File: src/rtl/alu_pkg.sv
// rtl/alu_pkg.sv - opcode width and opcode encodings shared by the ALU slice
package alu_pkg;

  localparam int OPCODE_W = 3;

  localparam logic [OPCODE_W-1:0] OP_NAND = 3'd0;
  localparam logic [OPCODE_W-1:0] OP_XOR  = 3'd1;
  localparam logic [OPCODE_W-1:0] OP_ADD  = 3'd2;
  localparam logic [OPCODE_W-1:0] OP_ASR  = 3'd3;
  localparam logic [OPCODE_W-1:0] OP_OR   = 3'd4;
  localparam logic [OPCODE_W-1:0] OP_LSL  = 3'd5;
  localparam logic [OPCODE_W-1:0] OP_NOT  = 3'd6;
  localparam logic [OPCODE_W-1:0] OP_LT   = 3'd7;

endpackage

File: src/rtl/alu_register_if.sv
// rtl/alu_register_if.sv - operand/opcode/result bundle for the registered ALU
interface alu_register_if
  import alu_pkg::*;
#(
  parameter int WIDTH = 8
);

  logic [WIDTH-1:0]    first_i;
  logic [WIDTH-1:0]    second_i;
  logic [OPCODE_W-1:0] opcode_i;
  logic [WIDTH-1:0]    result_o;

  modport master (
    output first_i,
    output second_i,
    output opcode_i,
    input  result_o
  );

  modport slave (
    input  first_i,
    input  second_i,
    input  opcode_i,
    output result_o
  );

endinterface

File: src/rtl/alu_core.sv
// rtl/alu_core.sv - purely combinational 8-function ALU
module alu_core
  import alu_pkg::*;
#(
  parameter int WIDTH = 8
) (
  input  logic [WIDTH-1:0]    first,
  input  logic [WIDTH-1:0]    second,
  input  logic [OPCODE_W-1:0] opcode,
  output logic [WIDTH-1:0]    result
);

  // WIDTH always fits in WIDTH bits for WIDTH >= 2
  localparam logic [WIDTH-1:0] WIDTH_V = WIDTH[WIDTH-1:0];

  logic big_shift;
  logic [WIDTH-1:0] asr_val;
  logic [WIDTH-1:0] lsl_val;

  assign big_shift = (second >= WIDTH_V);
  assign asr_val   = big_shift ? {WIDTH{first[WIDTH-1]}}
                               : WIDTH'($signed(first) >>> second);
  assign lsl_val   = big_shift ? '0 : (first << second);

  always_comb begin
    result = '0;
    case (opcode)
      OP_NAND: result = ~(first & second);
      OP_XOR:  result = first ^ second;
      OP_ADD:  result = first + second;
      OP_ASR:  result = asr_val;
      OP_OR:   result = first | second;
      OP_LSL:  result = lsl_val;
      OP_NOT:  result = ~first;
      OP_LT:   result = {{(WIDTH-1){1'b0}}, (first < second)};
      default: result = '0;
    endcase
  end

endmodule

File: src/rtl/alu_register.sv
// rtl/alu_register.sv - ALU execute stage with one registered cycle of latency
module alu_register
  import alu_pkg::*;
#(
  parameter int WIDTH = 8
) (
  input  logic          clk_i,
  input  logic          rst_i,
  alu_register_if.slave bus
);

  logic [WIDTH-1:0] alu_result;

  alu_core #(.WIDTH(WIDTH)) u_core (
    .first  (bus.first_i),
    .second (bus.second_i),
    .opcode (bus.opcode_i),
    .result (alu_result)
  );

  always_ff @(posedge clk_i) begin
    if (rst_i) begin
      bus.result_o <= '0;
    end else begin
      bus.result_o <= alu_result;
    end
  end

endmodule

File: src/flat_wrapper.sv
// flat-port wrapper written by rule: the top's interface ports become plain ports
module alu_register_flat import alu_pkg::*;
#(
  parameter int WIDTH = 8
)
  (clk_i, rst_i, bus_first_i, bus_second_i, bus_opcode_i, bus_result_o);
  alu_register_if #(.WIDTH(WIDTH)) bus_i ();
  input  logic clk_i;
  input  logic rst_i;
  input wire logic [$bits(bus_i.first_i)-1:0] bus_first_i;
  input wire logic [$bits(bus_i.second_i)-1:0] bus_second_i;
  input wire logic [$bits(bus_i.opcode_i)-1:0] bus_opcode_i;
  output wire logic [$bits(bus_i.result_o)-1:0] bus_result_o;
  assign bus_i.first_i = bus_first_i;
  assign bus_i.second_i = bus_second_i;
  assign bus_i.opcode_i = bus_opcode_i;
  assign bus_result_o = bus_i.result_o;
  alu_register #(.WIDTH(WIDTH)) u_core (.clk_i(clk_i), .rst_i(rst_i), .bus(bus_i));
endmodule
File: config.mk
export PLATFORM = sky130hd
export DESIGN_NAME = alu_register_flat
export DESIGN_NICKNAME = d
export VERILOG_FILES = /design/src/rtl/alu_pkg.sv /design/src/rtl/alu_register_if.sv /design/src/rtl/alu_core.sv /design/src/rtl/alu_register.sv /design/src/flat_wrapper.sv
export SDC_FILE = /design/constraint.sdc
export NUM_CORES = 1
export LEC_CHECK = 0
export ABC_AREA = 0
export CORE_ASPECT_RATIO = 2
export CORE_UTILIZATION = 30
export DETAILED_ROUTE_END_ITERATION = 10
export SLEW_MARGIN = 0
export SYNTH_ARGS = -nofsm -noshare
export SYNTH_HDL_FRONTEND = slang
export SYNTH_HIERARCHICAL = 1
export SYNTH_SLANG_ARGS = --single-unit
File: constraint.sdc
create_clock -name clk_i -period 2.8 [get_ports clk_i]
set_input_delay 0.56 -clock clk_i [delete_from_list [all_inputs] [get_ports clk_i]]
set_output_delay 0.56 -clock clk_i [all_outputs]
set_load 0.05 [all_outputs]
==> results of run 1 <==
## metrics by stage
step / util / area, um^2 / TNS (ns)
detailed placement: 0.426 / 2430 / -0.172
global route: 0.439 / 2510 / 0
CTS: 0.439 / 2510 / 0
finish: 0.439 / 2510 / 0
floorplan: - / 1780 / 0
global placement: 0.426 / 2430 / -0.117
## critical path, delay by kind of cell
family | cells | cell delay [ns]
adders and majority gates | 1 | 0.34
xor gates and xnor gates | 1 | 0.15
buffers and inverters | 3 | 0.75
AOI/OAI and AO/OA | 3 | 0.61
and+or+nand+nor | 2 | 0.31
## cell families after synthesis
group                    share of synthesized area
AO/OA/AOI/OAI                                0.289
AND/OR/NAND/NOR                              0.219
buffers and inverters                       0.0808
adder cells (fa/ha/maj)                      0.185
multiplexers                                 0.117
flip-flops                                  0.0899
XOR/XNOR                                    0.0197
## layer usage
| metal | GRT usage | vias up | wire length [um] |
|---|---|---|---|
| met5 | 0 | - | 0 |
| met2 | 0.403 | 99 | 3520 |
| met3 | 0.0233 | 41 | 261 |
| met4 | 0.163 | 0 | 602 |
| li1 | - | 987 | - |
| met1 | 0.207 | 964 | 2180 |
## cell usage after synthesis, types with 2 or more instances
cell type   n
nor2_1     11
nor4_1      2
a22oi_1     2
buf_2       4
o311ai_0    2
a32oi_1     4
nor2b_1    11
a31oi_1     4
o21ai_0    12
o211a_1     3
nand2_1    19
dfxtp_1     8
mux2_2      3
a21o_1      3
mux4_2      5
ha_1       24
a311oi_1    2
xnor2_1     3
nor3_1      4
or3_1       2
nand3_1     3
a21oi_1    17
inv_1      19
a211oi_1    5
clkbuf_1    7
o22ai_1     6
a22o_1      2
nand2b_1    2
buf_1       2
mux2i_1     5
o211ai_1    3
a221oi_1    4
## area by class of cell
type / count / area [um^2] / share of cell area
multi-input combinational: 187 / 1480 / 0.589
timing repair buffer: 74 / 641 / 0.255
sequential: 8 / 160 / 0.0638
inverter: 21 / 78.8 / 0.0314
tap: 61 / 76.3 / 0.0304
clock buffer: 3 / 75.1 / 0.0299
## path summary, 6_finish.rpt
check,from,endpoint,slack (ns)
worst max-delay path,bus_first_i[3],u_core/bus.result_o[7],0.18
worst min-delay path,rst_i,u_core/bus.result_o[0],1.09
## power groups by stage
stage	Combinational [mW]	Sequential, mW	Clock (mW)
6_report	0.408	0.128	0.237
5_1_grt	0.440	0.128	0.246
4_1_cts	0.405	0.128	0.240
3_5_place_dp	0.404	0.130	0
3_3_place_gp	0.401	0.130	0
2_1_floorplan	0.191	0.166	0
==> impl_metrics.tcl, run 1 <==
set metrics [dict create \
    vias_per_cell 5.91 \
    path_cells "clkdlybuf4s50_1 -> inv_1 -> ha_1 -> and3_1 -> a221oi_1 -> buf_4 -> o21bai_1 -> xor2_1 -> a22o_1 -> nor2b_1" \
    cp-start-kind "input port" \
    seq_area_frac_synth 0.0899 \
    power_density_nw_per_um2 308 \
    first_pass_iters 4 \
    cts_tree "done" \
    fillers 581 \
    hold_violations 0 \
    total_power_uw 773 \
    mostFrequentLayoutCells "45 x buf_4, 27 x clkdlybuf4s50_1, 24 x ha_1, 19 x inv_1, 19 x nand2_1" \
    required_ns 2.91 \
    power_frac_seq 0.165 \
    cts.sinks 8 \
    antenna_found_initial 0 \
    crit_type "in -> reg" \
    regMostFlops "u_core/bus.result_o" \
    grt_max_degree 23 \
    gp_congestion 1.01 \
    p_sw_frac 0.362 \
    finalWirelength_um 6560 \
    worst_pin_slew_ns 0.538 \
    grt_pass1_vias 2153 \
    cts_inserted_buffers 3 \
    cts_root_buffer "clkbuf_16" \
    finalMaxSlewViolations 0 \
    p_clk_frac 0.307 \
    ir_worst_vdd_mv 0.317 \
    core_um2 5710 \
    drt_iter0_drc 115 \
    clockBufferDepth 2 \
    hpwl_um 5510 \
    end_kind "flip-flop" \
    syn_inst 230 \
    cp.arrival_ns 2.72 \
    ys_seq_elements 8 \
    synth.top_cell.area_share 0.169 \
    postRouteAntennaNets 0 \
    route.vias.total 2091 \
    grt_overflow_total 0 \
    synth_edf_count 0 \
    grtUsageTotal 0.217 \
    worstHoldPathCells 2 \
    p_comb_frac 0.528 \
    areaGrowthSynthToFinish_pct 40.8 \
    max_freq_ghz 0.382 \
    fin_cells 354 \
    power.switching_uw 280 \
    wire_per_inst_um 18.5 \
    synthTopCellsByArea "ha_1 17%, dfxtp_1 9.0%, mux4_2 6.3%" \
    start_util 0.312 \
    max_stage_delay_ns 0.48 \
    dp_worst_setup_slack_ns -0.0843 \
    min_period_over_period 0.935 \
    cts.clk_slew.worst_paths_ns 0.04 \
    ys_warn_count 6 \
    setup_ws_ns 0.182 \
    ys_types 59 \
    h-tree-depth 1 \
    dieArea_um2 6270 \
    async_reset_ff_frac 0 \
    status "completed" \
    setup_violations 0 \
    die_width_um 56.5 \
    post_cts_buffers 0 \
    min_period_ns 2.62 \
    layout_commonest_cell "buf_4" \
    drive_gt1_frac 0.218 \
    path_max_fanout 3 \
    cts_resized 0 \
    power.leakage_nw 1.16 \
    ctsHoldBuffers 0 \
    row_count 39 \
    fin_hold_ws_ns 1.09 \
    power.internal_uw 493 \
    route.detailed.drc 0 \
    num_antenna_cells 0 \
    largest_reg_flops 8 \
    min_path_type "in -> reg" \
    ios 29 \
    netlist.top_cell.by_area "ha_1" \
    postSynthAreaPerCell_um2 7.75 \
    io_buffers 28 \
    die_y_um 111 \
    rsz0062_at_grt "no" \
    grt_pass1_wl_um 10600 \
    fin_nets 341 \
    syn-num-nets 276 \
    place_inst 351 \
    largestRegisters "u_core/bus.result_o: 8 flops" \
    synth_ff_type "dfxtp_1" \
    cp_slowest_cell "clkdlybuf4s50_1" \
    syn_area_um2 1780 \
    max-cap-violations 0 \
    slew_headroom 0.640 \
]
Note: power is estimated with default switching activity, not from simulation.
==> run 2, diff against run 1 <==
Settings changed: CORE_UTILIZATION 30 to 33.
==> impl_metrics.tcl, run 2 (same netlist as run 1, synthesis figures left out) <==
set metrics [dict create \
    mostFrequentLayoutCells "45 x buf_4, 28 x clkdlybuf4s50_1, 24 x ha_1, 19 x inv_1, 19 x nand2_1" \
    ir_worst_vdd_mv 0.220 \
    clockBufferDepth 2 \
    first_pass_iters 4 \
    largest_reg_flops 8 \
    regArea_um2 160 \
    max_stage_delay_ns 0.57 \
    min_period_ns 2.68 \
    max-cap-violations 0 \
    finalMaxSlewViolations 0 \
    status "completed" \
    cts.clk_slew.worst_paths_ns 0.04 \
    power.leakage_nw 1.12 \
    grt_pass1_vias 1998 \
    grt_pass1_wl_um 9980 \
    num_antenna_cells 0 \
    io_buffers 28 \
    setup_violations 0 \
    end_kind "flip-flop" \
    fin_hold_ws_ns 1.06 \
    place_inst 347 \
    utilization 0.473 \
    postRouteAntennaNets 0 \
    layout_commonest_cell "buf_4" \
    h-tree-depth 1 \
    path_max_fanout 4 \
    route.detailed.drc 0 \
    cp.arrival_ns 2.78 \
    min_path_type "in -> reg" \
    core_um2 5180 \
    antenna_found_initial 0 \
    crit_type "in -> reg" \
    regMostFlops "u_core/bus.result_o" \
    cp_slowest_cell "clkdlybuf4s50_1" \
    route.vias.total 2031 \
    required_ns 2.90 \
    grt_overflow_total 0 \
    die_width_um 54.0 \
    row_count 37 \
    min_to "u_core/bus.result_o[6]" \
    cp_num_buf_inv 2 \
    power_density_nw_per_um2 272 \
    wire_per_inst_um 18.1 \
    fin_cells 350 \
    dieArea_um2 5710 \
    die_y_um 106 \
    vias_per_cell 5.80 \
    drt_iter0_drc 60 \
    gp_congestion 0.922 \
    finalWirelength_um 6350 \
    path_cells "clkdlybuf4s50_1 -> inv_1 -> ha_1 -> a21o_1 -> a221oi_1 -> o21bai_1 -> xor2_1 -> a22o_1 -> nor2b_1" \
    max_freq_ghz 0.373 \
    fin_nets 340 \
    min_from "rst_i" \
    grtUsageTotal 0.244 \
    ios 29 \
    fillers 533 \
    cts_inserted_buffers 3 \
    cts_root_buffer "clkbuf_8" \
    worst_pin_slew_ns 0.504 \
    largestRegisters "u_core/bus.result_o: 8 flops" \
    grt_max_degree 23 \
    drive_gt1_frac 0.219 \
    cp-start-kind "input port" \
    min_period_over_period 0.957 \
    cpLargestDelayFamily "compound AO/OA/AOI/OAI gates" \
    ctsHoldBuffers 0 \
    worstHoldPathCells 2 \
    start_util 0.344 \
    multi_input_area_um2 1480 \
    cts_tree "done" \
    hold_violations 0 \
    areaGrowthSynthToFinish_pct 37.7 \
    rsz0062_at_grt "no" \
    cts.sinks 8 \
    hpwl_um 5320 \
    slew_headroom 0.663 \
]
-- run 2: cell count changes in the layout (fill, tap and decap cells not counted), sizes merged --
| cell | before | now |
|---|---|---|
| dlymetal6s2s | 1 | 0 |
| buf | 46 | 45 |
| clkdlybuf4s50 | 27 | 28 |
-- run 2: timing repair --
action                     in CTS  in global routing
gates resized for setup         0                  1
setup endpoints to repair       0                  1
buffers inserted                0                  0
-- run 2: metrics by stage --
step	cell area (um^2)	setup WS, ns	TNS, ns	power, mW
global placement	2410	-0.0767	-0.194	0.529
global route	2450	0.0320	0	0.711
detailed placement	2410	-0.108	-0.282	0.531
CTS	2450	0.133	0	0.668
finish	2450	0.120	0	0.668
floorplan	1780	0.329	0	0.356
-- run 2: cell type report --
| class | instances | share of cell area |
|---|---|---|
| well taps | 58 | 0.0296 |
| flip-flops and latches | 8 | 0.0653 |
| multi-input cells | 187 | 0.604 |
| inverters | 21 | 0.0321 |
| clock buffers | 3 | 0.0168 |
| repair buffers | 73 | 0.252 |
-- run 2: metal layers --
metal  part of all wire  routed length, um  GRT usage  vias to the layer above
met5                  0                  0          0                        -
met4              0.071                448      0.154                        0
met3              0.027                173     0.0100                       30
met2               0.55               3470      0.425                       79
met1               0.36               2250      0.269                      940
li1                   -                  -          -                      982
-- run 2: worst max path at each step --
stage / slack [ns] / depth (start not counted) / endpoint / from
4_1_cts: 0.13 / 9 / u_core/bus.result_o[6] / bus_first_i[0]
3_5_place_dp: -0.11 / 9 / u_core/bus.result_o[6] / bus_first_i[0]
3_3_place_gp: -0.08 / 9 / u_core/bus.result_o[6] / bus_first_i[0]
2_1_floorplan: 0.33 / 10 / u_core/bus.result_o[7] / bus_second_i[1]
5_1_grt: 0.03 / 9 / u_core/bus.result_o[7] / bus_first_i[1]
6_report: 0.12 / 9 / u_core/bus.result_o[7] / bus_first_i[1]
-- run 2: power breakdown --
part	internal, mW	switching [mW]	leakage [nW]
combinational	0.184	0.222	1.03
clock	0.0928	0.0418	0.0216
sequential	0.125	0.00244	0.0665
==> run 3, diff against run 2 <==
Settings changed: CORE_UTILIZATION 33 to 30.
==> results of run 3 <==
Final layout, timing and power as in run 1 (identical DEF).
